$ cat src/rtl/pipe_ctrl_if.sv
// Handshake bundle between the execute stage and the pipeline control unit.
// The master side raises requests; the slave (pipe_ctrl) returns strobes.
interface pipe_ctrl_if #(
  parameter int XLEN  = 32,
  parameter int CNT_W = 32
);
  logic             jump_en_i;
  logic [XLEN-1:0]  jump_addr_i;
  logic             hold_flag_i;
  logic             ext_stall_i;
  logic             pc_jump_en_o;
  logic [XLEN-1:0]  pc_jump_addr_o;
  logic             hold_pc_o;
  logic             hold_if_id_o;
  logic             hold_id_ex_o;
  logic             flush_if_id_o;
  logic             flush_id_ex_o;
  logic             busy_o;
  logic [CNT_W-1:0] redirect_cnt_o;

  modport master (
    output jump_en_i, jump_addr_i, hold_flag_i, ext_stall_i,
    input  pc_jump_en_o, pc_jump_addr_o, hold_pc_o, hold_if_id_o, hold_id_ex_o,
           flush_if_id_o, flush_id_ex_o, busy_o, redirect_cnt_o
  );

  modport slave (
    input  jump_en_i, jump_addr_i, hold_flag_i, ext_stall_i,
    output pc_jump_en_o, pc_jump_addr_o, hold_pc_o, hold_if_id_o, hold_id_ex_o,
           flush_if_id_o, flush_id_ex_o, busy_o, redirect_cnt_o
  );
endinterface

$ cat src/rtl/pipe_ctrl.sv
// Pipeline control: PC redirect, hold and flush strobes, fixed flush window
// after each redirect, and a jump parked across an external stall.
module pipe_ctrl #(
  parameter int XLEN         = 32,
  parameter int FLUSH_CYCLES = 2,
  parameter int CNT_W        = 32
) (
  input  logic         clk,
  input  logic         rst,
  pipe_ctrl_if.slave   bus
);

  localparam int FC_W = (FLUSH_CYCLES > 1) ? $clog2(FLUSH_CYCLES) : 1;

  typedef enum logic [1:0] {IDLE, FLUSH, STALL} state_t;

  state_t           state, ret_state, eff_state;
  logic [FC_W-1:0]  cnt;
  logic             pend_valid;
  logic [XLEN-1:0]  pend_addr;
  logic [CNT_W-1:0] redirect_cnt;

  logic             release_pend, redirect, hold, flush_if, flush_ex;
  logic [XLEN-1:0]  redirect_addr;

  // Leaving STALL without a parked jump behaves as the saved state would this cycle.
  always_comb begin
    eff_state     = state;
    release_pend  = 1'b0;
    redirect      = 1'b0;
    redirect_addr = '0;
    hold          = 1'b0;
    flush_if      = 1'b0;
    flush_ex      = 1'b0;
    if (state == STALL && !bus.ext_stall_i) begin
      if (pend_valid) release_pend = 1'b1;
      else            eff_state    = ret_state;
    end
    if (bus.ext_stall_i) begin
      hold = 1'b1;
    end else if (release_pend) begin
      redirect      = 1'b1;
      redirect_addr = pend_addr;
      flush_if      = 1'b1;
      flush_ex      = 1'b1;
    end else if (eff_state == IDLE && bus.jump_en_i) begin
      redirect      = 1'b1;
      redirect_addr = bus.jump_addr_i;
      flush_if      = 1'b1;
      flush_ex      = 1'b1;
    end else if (eff_state == IDLE && bus.hold_flag_i) begin
      hold = 1'b1;
    end else if (eff_state == FLUSH) begin
      flush_if = 1'b1;
    end
  end

  always_ff @(posedge clk or posedge rst) begin
    if (rst) begin
      state        <= IDLE;
      ret_state    <= IDLE;
      cnt          <= '0;
      pend_valid   <= 1'b0;
      pend_addr    <= '0;
      redirect_cnt <= '0;
    end else begin
      if (redirect) redirect_cnt <= redirect_cnt + 1'b1;
      if (bus.ext_stall_i) begin
        if (state != STALL) begin
          ret_state <= state;
          state     <= STALL;
          if (state == IDLE && bus.jump_en_i) begin
            pend_valid <= 1'b1;
            pend_addr  <= bus.jump_addr_i;
          end
        end else if (!pend_valid && ret_state == IDLE && bus.jump_en_i) begin
          pend_valid <= 1'b1;
          pend_addr  <= bus.jump_addr_i;
        end
      end else if (redirect) begin
        if (release_pend) pend_valid <= 1'b0;
        if (FLUSH_CYCLES > 1) begin
          state <= FLUSH;
          cnt   <= FC_W'(FLUSH_CYCLES - 1);
        end else begin
          state <= IDLE;
        end
      end else if (eff_state == FLUSH) begin
        if (cnt <= FC_W'(1)) begin
          state <= IDLE;
          cnt   <= '0;
        end else begin
          state <= FLUSH;
          cnt   <= cnt - 1'b1;
        end
      end else begin
        state <= IDLE;
      end
    end
  end

  // Combinational strobes are forced low for the whole time reset is held.
  assign bus.pc_jump_en_o   = redirect & ~rst;
  assign bus.pc_jump_addr_o = rst ? '0 : redirect_addr;
  assign bus.hold_pc_o      = hold & ~rst;
  assign bus.hold_if_id_o   = hold & ~rst;
  assign bus.hold_id_ex_o   = hold & ~rst;
  assign bus.flush_if_id_o  = flush_if & ~rst;
  assign bus.flush_id_ex_o  = flush_ex & ~rst;
  assign bus.busy_o         = (state != IDLE) | pend_valid;
  assign bus.redirect_cnt_o = redirect_cnt;

endmodule

$ cat src/flat_wrapper.sv
// flat-port wrapper written by rule: the top's interface ports become plain ports
module pipe_ctrl_flat 
#(
  parameter int XLEN         = 32,
  parameter int FLUSH_CYCLES = 2,
  parameter int CNT_W        = 32
)
  (clk, rst, bus_jump_en_i, bus_jump_addr_i, bus_hold_flag_i, bus_ext_stall_i, bus_pc_jump_en_o, bus_pc_jump_addr_o, bus_hold_pc_o, bus_hold_if_id_o, bus_hold_id_ex_o, bus_flush_if_id_o, bus_flush_id_ex_o, bus_busy_o, bus_redirect_cnt_o);
  pipe_ctrl_if #(.XLEN(XLEN), .CNT_W(CNT_W)) bus_i ();
  input  logic clk;
  input  logic rst;
  input wire logic [$bits(bus_i.jump_en_i)-1:0] bus_jump_en_i;
  input wire logic [$bits(bus_i.jump_addr_i)-1:0] bus_jump_addr_i;
  input wire logic [$bits(bus_i.hold_flag_i)-1:0] bus_hold_flag_i;
  input wire logic [$bits(bus_i.ext_stall_i)-1:0] bus_ext_stall_i;
  output wire logic [$bits(bus_i.pc_jump_en_o)-1:0] bus_pc_jump_en_o;
  output wire logic [$bits(bus_i.pc_jump_addr_o)-1:0] bus_pc_jump_addr_o;
  output wire logic [$bits(bus_i.hold_pc_o)-1:0] bus_hold_pc_o;
  output wire logic [$bits(bus_i.hold_if_id_o)-1:0] bus_hold_if_id_o;
  output wire logic [$bits(bus_i.hold_id_ex_o)-1:0] bus_hold_id_ex_o;
  output wire logic [$bits(bus_i.flush_if_id_o)-1:0] bus_flush_if_id_o;
  output wire logic [$bits(bus_i.flush_id_ex_o)-1:0] bus_flush_id_ex_o;
  output wire logic [$bits(bus_i.busy_o)-1:0] bus_busy_o;
  output wire logic [$bits(bus_i.redirect_cnt_o)-1:0] bus_redirect_cnt_o;
  assign bus_i.jump_en_i = bus_jump_en_i;
  assign bus_i.jump_addr_i = bus_jump_addr_i;
  assign bus_i.hold_flag_i = bus_hold_flag_i;
  assign bus_i.ext_stall_i = bus_ext_stall_i;
  assign bus_pc_jump_en_o = bus_i.pc_jump_en_o;
  assign bus_pc_jump_addr_o = bus_i.pc_jump_addr_o;
  assign bus_hold_pc_o = bus_i.hold_pc_o;
  assign bus_hold_if_id_o = bus_i.hold_if_id_o;
  assign bus_hold_id_ex_o = bus_i.hold_id_ex_o;
  assign bus_flush_if_id_o = bus_i.flush_if_id_o;
  assign bus_flush_id_ex_o = bus_i.flush_id_ex_o;
  assign bus_busy_o = bus_i.busy_o;
  assign bus_redirect_cnt_o = bus_i.redirect_cnt_o;
  pipe_ctrl #(.XLEN(XLEN), .FLUSH_CYCLES(FLUSH_CYCLES), .CNT_W(CNT_W)) u_core (.clk(clk), .rst(rst), .bus(bus_i));
endmodule
$ cat config.mk
export PLATFORM = sky130hd
export DESIGN_NAME = pipe_ctrl_flat
export DESIGN_NICKNAME = d
export VERILOG_FILES = /design/src/rtl/pipe_ctrl_if.sv /design/src/rtl/pipe_ctrl.sv /design/src/flat_wrapper.sv
export SDC_FILE = /design/constraint.sdc
export NUM_CORES = 1
export LEC_CHECK = 0
export CAP_MARGIN = 20
export CORE_ASPECT_RATIO = 0.9
export CORE_UTILIZATION = 45
export CTS_CLUSTER_DIAMETER = 40
export CTS_CLUSTER_SIZE = 12
export DETAILED_ROUTE_END_ITERATION = 16
export PLACE_DENSITY_LB_ADDON = 0.25
export SLEW_MARGIN = 10
export SYNTH_ARGS = -nofsm -noshare
export SYNTH_HDL_FRONTEND = slang
export SYNTH_SLANG_ARGS = --single-unit
$ cat constraint.sdc
create_clock -name clk -period 8.8 [get_ports clk]
set_input_delay 2.64 -clock clk [delete_from_list [all_inputs] [get_ports clk]]
set_output_delay 2.64 -clock clk [all_outputs]
set_load 0.03 [all_outputs]
==> results.md <==
- Post-Route WL: 7.45 mm
- Die area: 8100 sq um
- Pleak: 0.00201 uW
- HP Start: u_core.bus.redirect_cnt_o[31]$_DFFE_PP0P_
- Hold Crit Class: register to register
- Final Setup Violations: 0
- Top-Level Pins: 108
- Placed Cells: 501
- Synth Instances: 314
- Initial antenna violation count: 0
- Seq/Total Area, Yosys: 49.6%
- Routed vias: 2676
- R2r worst-path depth: 5
- Longest Clk Path Bufs: 2
- Post-synth EDFFs: 0
- Clk pin slew, worst setup/hold paths: 0.08 ns
- Drt wl/cell: 14.4 microns
- Gr usage total: 19.0%
- Worst Path Arrival: 5.34 ns
- Non-filler cells, final: 517
- Post-Syn Nets: 352
- Vias per inst: 5.18
- CTS resizes: 0
- Largest net degree at the start of global routing: 70
- Total Nets Final: 454
- Slew Limit Fails: 0
- Power Dens Cells: 204 nW/um^2
- Post-Route Skew: 0.00745 ns
- Worst Hold Depth: 1
- Initial core utilization: 46.4%
- Clock sink total: 69
- Vias in the first global route: 2420
- Synth Flop Type: dfrtp_1
- CTS tree: yes
- Crit path time final: 7.98 ns
- Final Cycle Share: 90.7%
- Fraction of layout cells with a size suffix above 1: 14.3%
- Type of origin of the critical path: input pin
- CTS root buf: clkbuf_8
- CP max FO: 33
- CP Capture Type: output port
- Final ANT Viol Nets: 0
- DRT iter0 DRCs: 46
- Max Fclk: 125 MHz
- First-pass GRT wire length: 12.0 mm
- Std-Cell Rows: 30
- Core footprint: 7510 sq um
- Commonest cells post-synth: dfrtp_1 (69), nor2_1 (41), mux2_2 (33)
- Later-pin clock latency in the skew report: 0.33 ns
- Die height: 85.5 microns
- Status: complete, no violations
- Final setup TNS: 0 ns
- Worst r2r src: u_core.state[0]$_DFFE_PP0P_
- Ranking of synthesized cells by area: dfrtp_1 (50%), mux2_2 (11%), mux2i_1 (9.2%)
- FF+latch count, synth: 69
- Area grow syn2layout: 39.9%
- Cts bufs inserted: 9
- Worst Hold Endpoint: u_core.bus.redirect_cnt_o[31]$_DFFE_PP0P_
- Overflow after GRT: 0
- Critical setup path kind: input pin to output port
- Slew headroom: 30.9%
- Mapped Area: 3480 sq um
- Min Hold Slack: 0.487 ns
- Drt pass-1 iters: 4
- Tightest Pin Transition: 1.04 ns
- R2R setup slack: 6.59 ns
- R2r endpoint: u_core.bus.redirect_cnt_o[20]$_DFFE_PP0P_
- Syn. warnings: 0
- Asr flop ratio synth: 100%
- Gpl congestion: 0.755
- Worst EP required: 6.16 ns
- FILL cells: 617
- Syn avg cell area: 11.1 sq um
- Synth unique cells: 34
- Final Hold Vio Count: 0
- Die width: 94.7 microns
- H-tree depth: 3
- Final core utilization: 64.9%
- Ant. Diodes: 0
- RSZ-0062 raised after global routing: false
- Number of port buffers: 107
- Cell with the most instances after synthesis: dfrtp_1
- Hold Buf Count CTS: 0
- Residual DRC count: 0
- Post-CTS Setup Inserts: 0
- Yosys top cell area share: 49.6%
- Final HPWL DP: 5.09 mm
- Max Cap Violations: 0
- Largest area contributor in the netlist: dfrtp_1
- Peak VDD IR: 167 uV
==> through the flow <==
stage               power (uW)  worst slack, ns  cell area [sq um]
finish                     996            0.816               4870
global route              1040            0.616               4870
CTS                       1010            0.782               4870
detailed placement         660            0.789               4600
global placement           650            0.816               4600
floorplan                  575             1.80               3480
==> worst max path at each step <==
stage	from	to	slack, ns	depth (start not counted)
5_1_grt	bus_ext_stall_i	bus_pc_jump_addr_o[18]	0.62	6
3_5_place_dp	bus_ext_stall_i	bus_pc_jump_addr_o[18]	0.79	6
3_3_place_gp	bus_ext_stall_i	bus_pc_jump_addr_o[27]	0.82	6
4_1_cts	bus_ext_stall_i	bus_pc_jump_addr_o[18]	0.78	6
2_1_floorplan	bus_ext_stall_i	bus_pc_jump_en_o	1.80	8
6_report	bus_jump_en_i	bus_pc_jump_addr_o[18]	0.82	6
==> routing by layer <==
metal | global-route usage (%) | part of all wire [%]
met1 | 27.3 | 49
met2 | 28.7 | 44
met3 | 3.76 | 6.1
met4 | 6.61 | 1.3
met5 | 0 | 0
==> cell families (layout without fill, tap and decap cells) <==
family | Yosys count | after routing | share of synthesized area [%]
adders and majority gates | 1 | 1 | 0.359
and+or+nand+nor | 109 | 109 | 16.6
buffers and inverters | 27 | 134 | 3.77
DFF | 69 | 69 | 49.6
muxes | 65 | 65 | 19.9
xor gates and xnor gates | 31 | 31 | 7.79
AOI/OAI and AO/OA | 12 | 12 | 2.08
==> placed cells by master (no fill, tap or decap), types with 10 or more instances in the layout <==
cell / instances
xor2_1: 16
xnor2_1: 15
nor2_1: 41
dfrtp_1: 69
mux2i_1: 32
nand4_1: 11
nand2_1: 18
mux2_2: 33
clkbuf_8: 10
clkdlybuf4s50_1: 107
==> power by group <==
group          switching, uW  total, uW  internal [uW]
clock                    119        344            225
sequential              47.1        428            381
combinational            107        224            117
total                    274        996            722
==> sequential cells by signal (all words and copies together), names as in the netlist <==
signal,cells
u_core.bus.redirect_cnt_o,32
u_core.pend_addr,32
u_core.ret_state,2
u_core.state,2
u_core.pend_valid,1
==> area by class of cell <==
cell class                      instances  area [sq um]  share of cell area [%]
Sequential cell                        69          1730                    35.4
Multi-Input combinational cell        218          1630                    33.5
Timing Repair Buffer                  110          1090                    22.4
Clock buffer                           10           138                    2.82
Clock inverter                          6           134                    2.75
Tap cell                               96           120                    2.46
Inverter                                8          30.0                   0.616
==> critical path, cell delays in order <==
cell and delay, ns:
clkdlybuf4s50_1 0.51, nor3b_1 0.33, nor2_1 0.11, or3_1 0.74, nor2_1 0.29, clkdlybuf4s50_1 0.70
No activity file was read; power rests on OpenSTA's default activity.
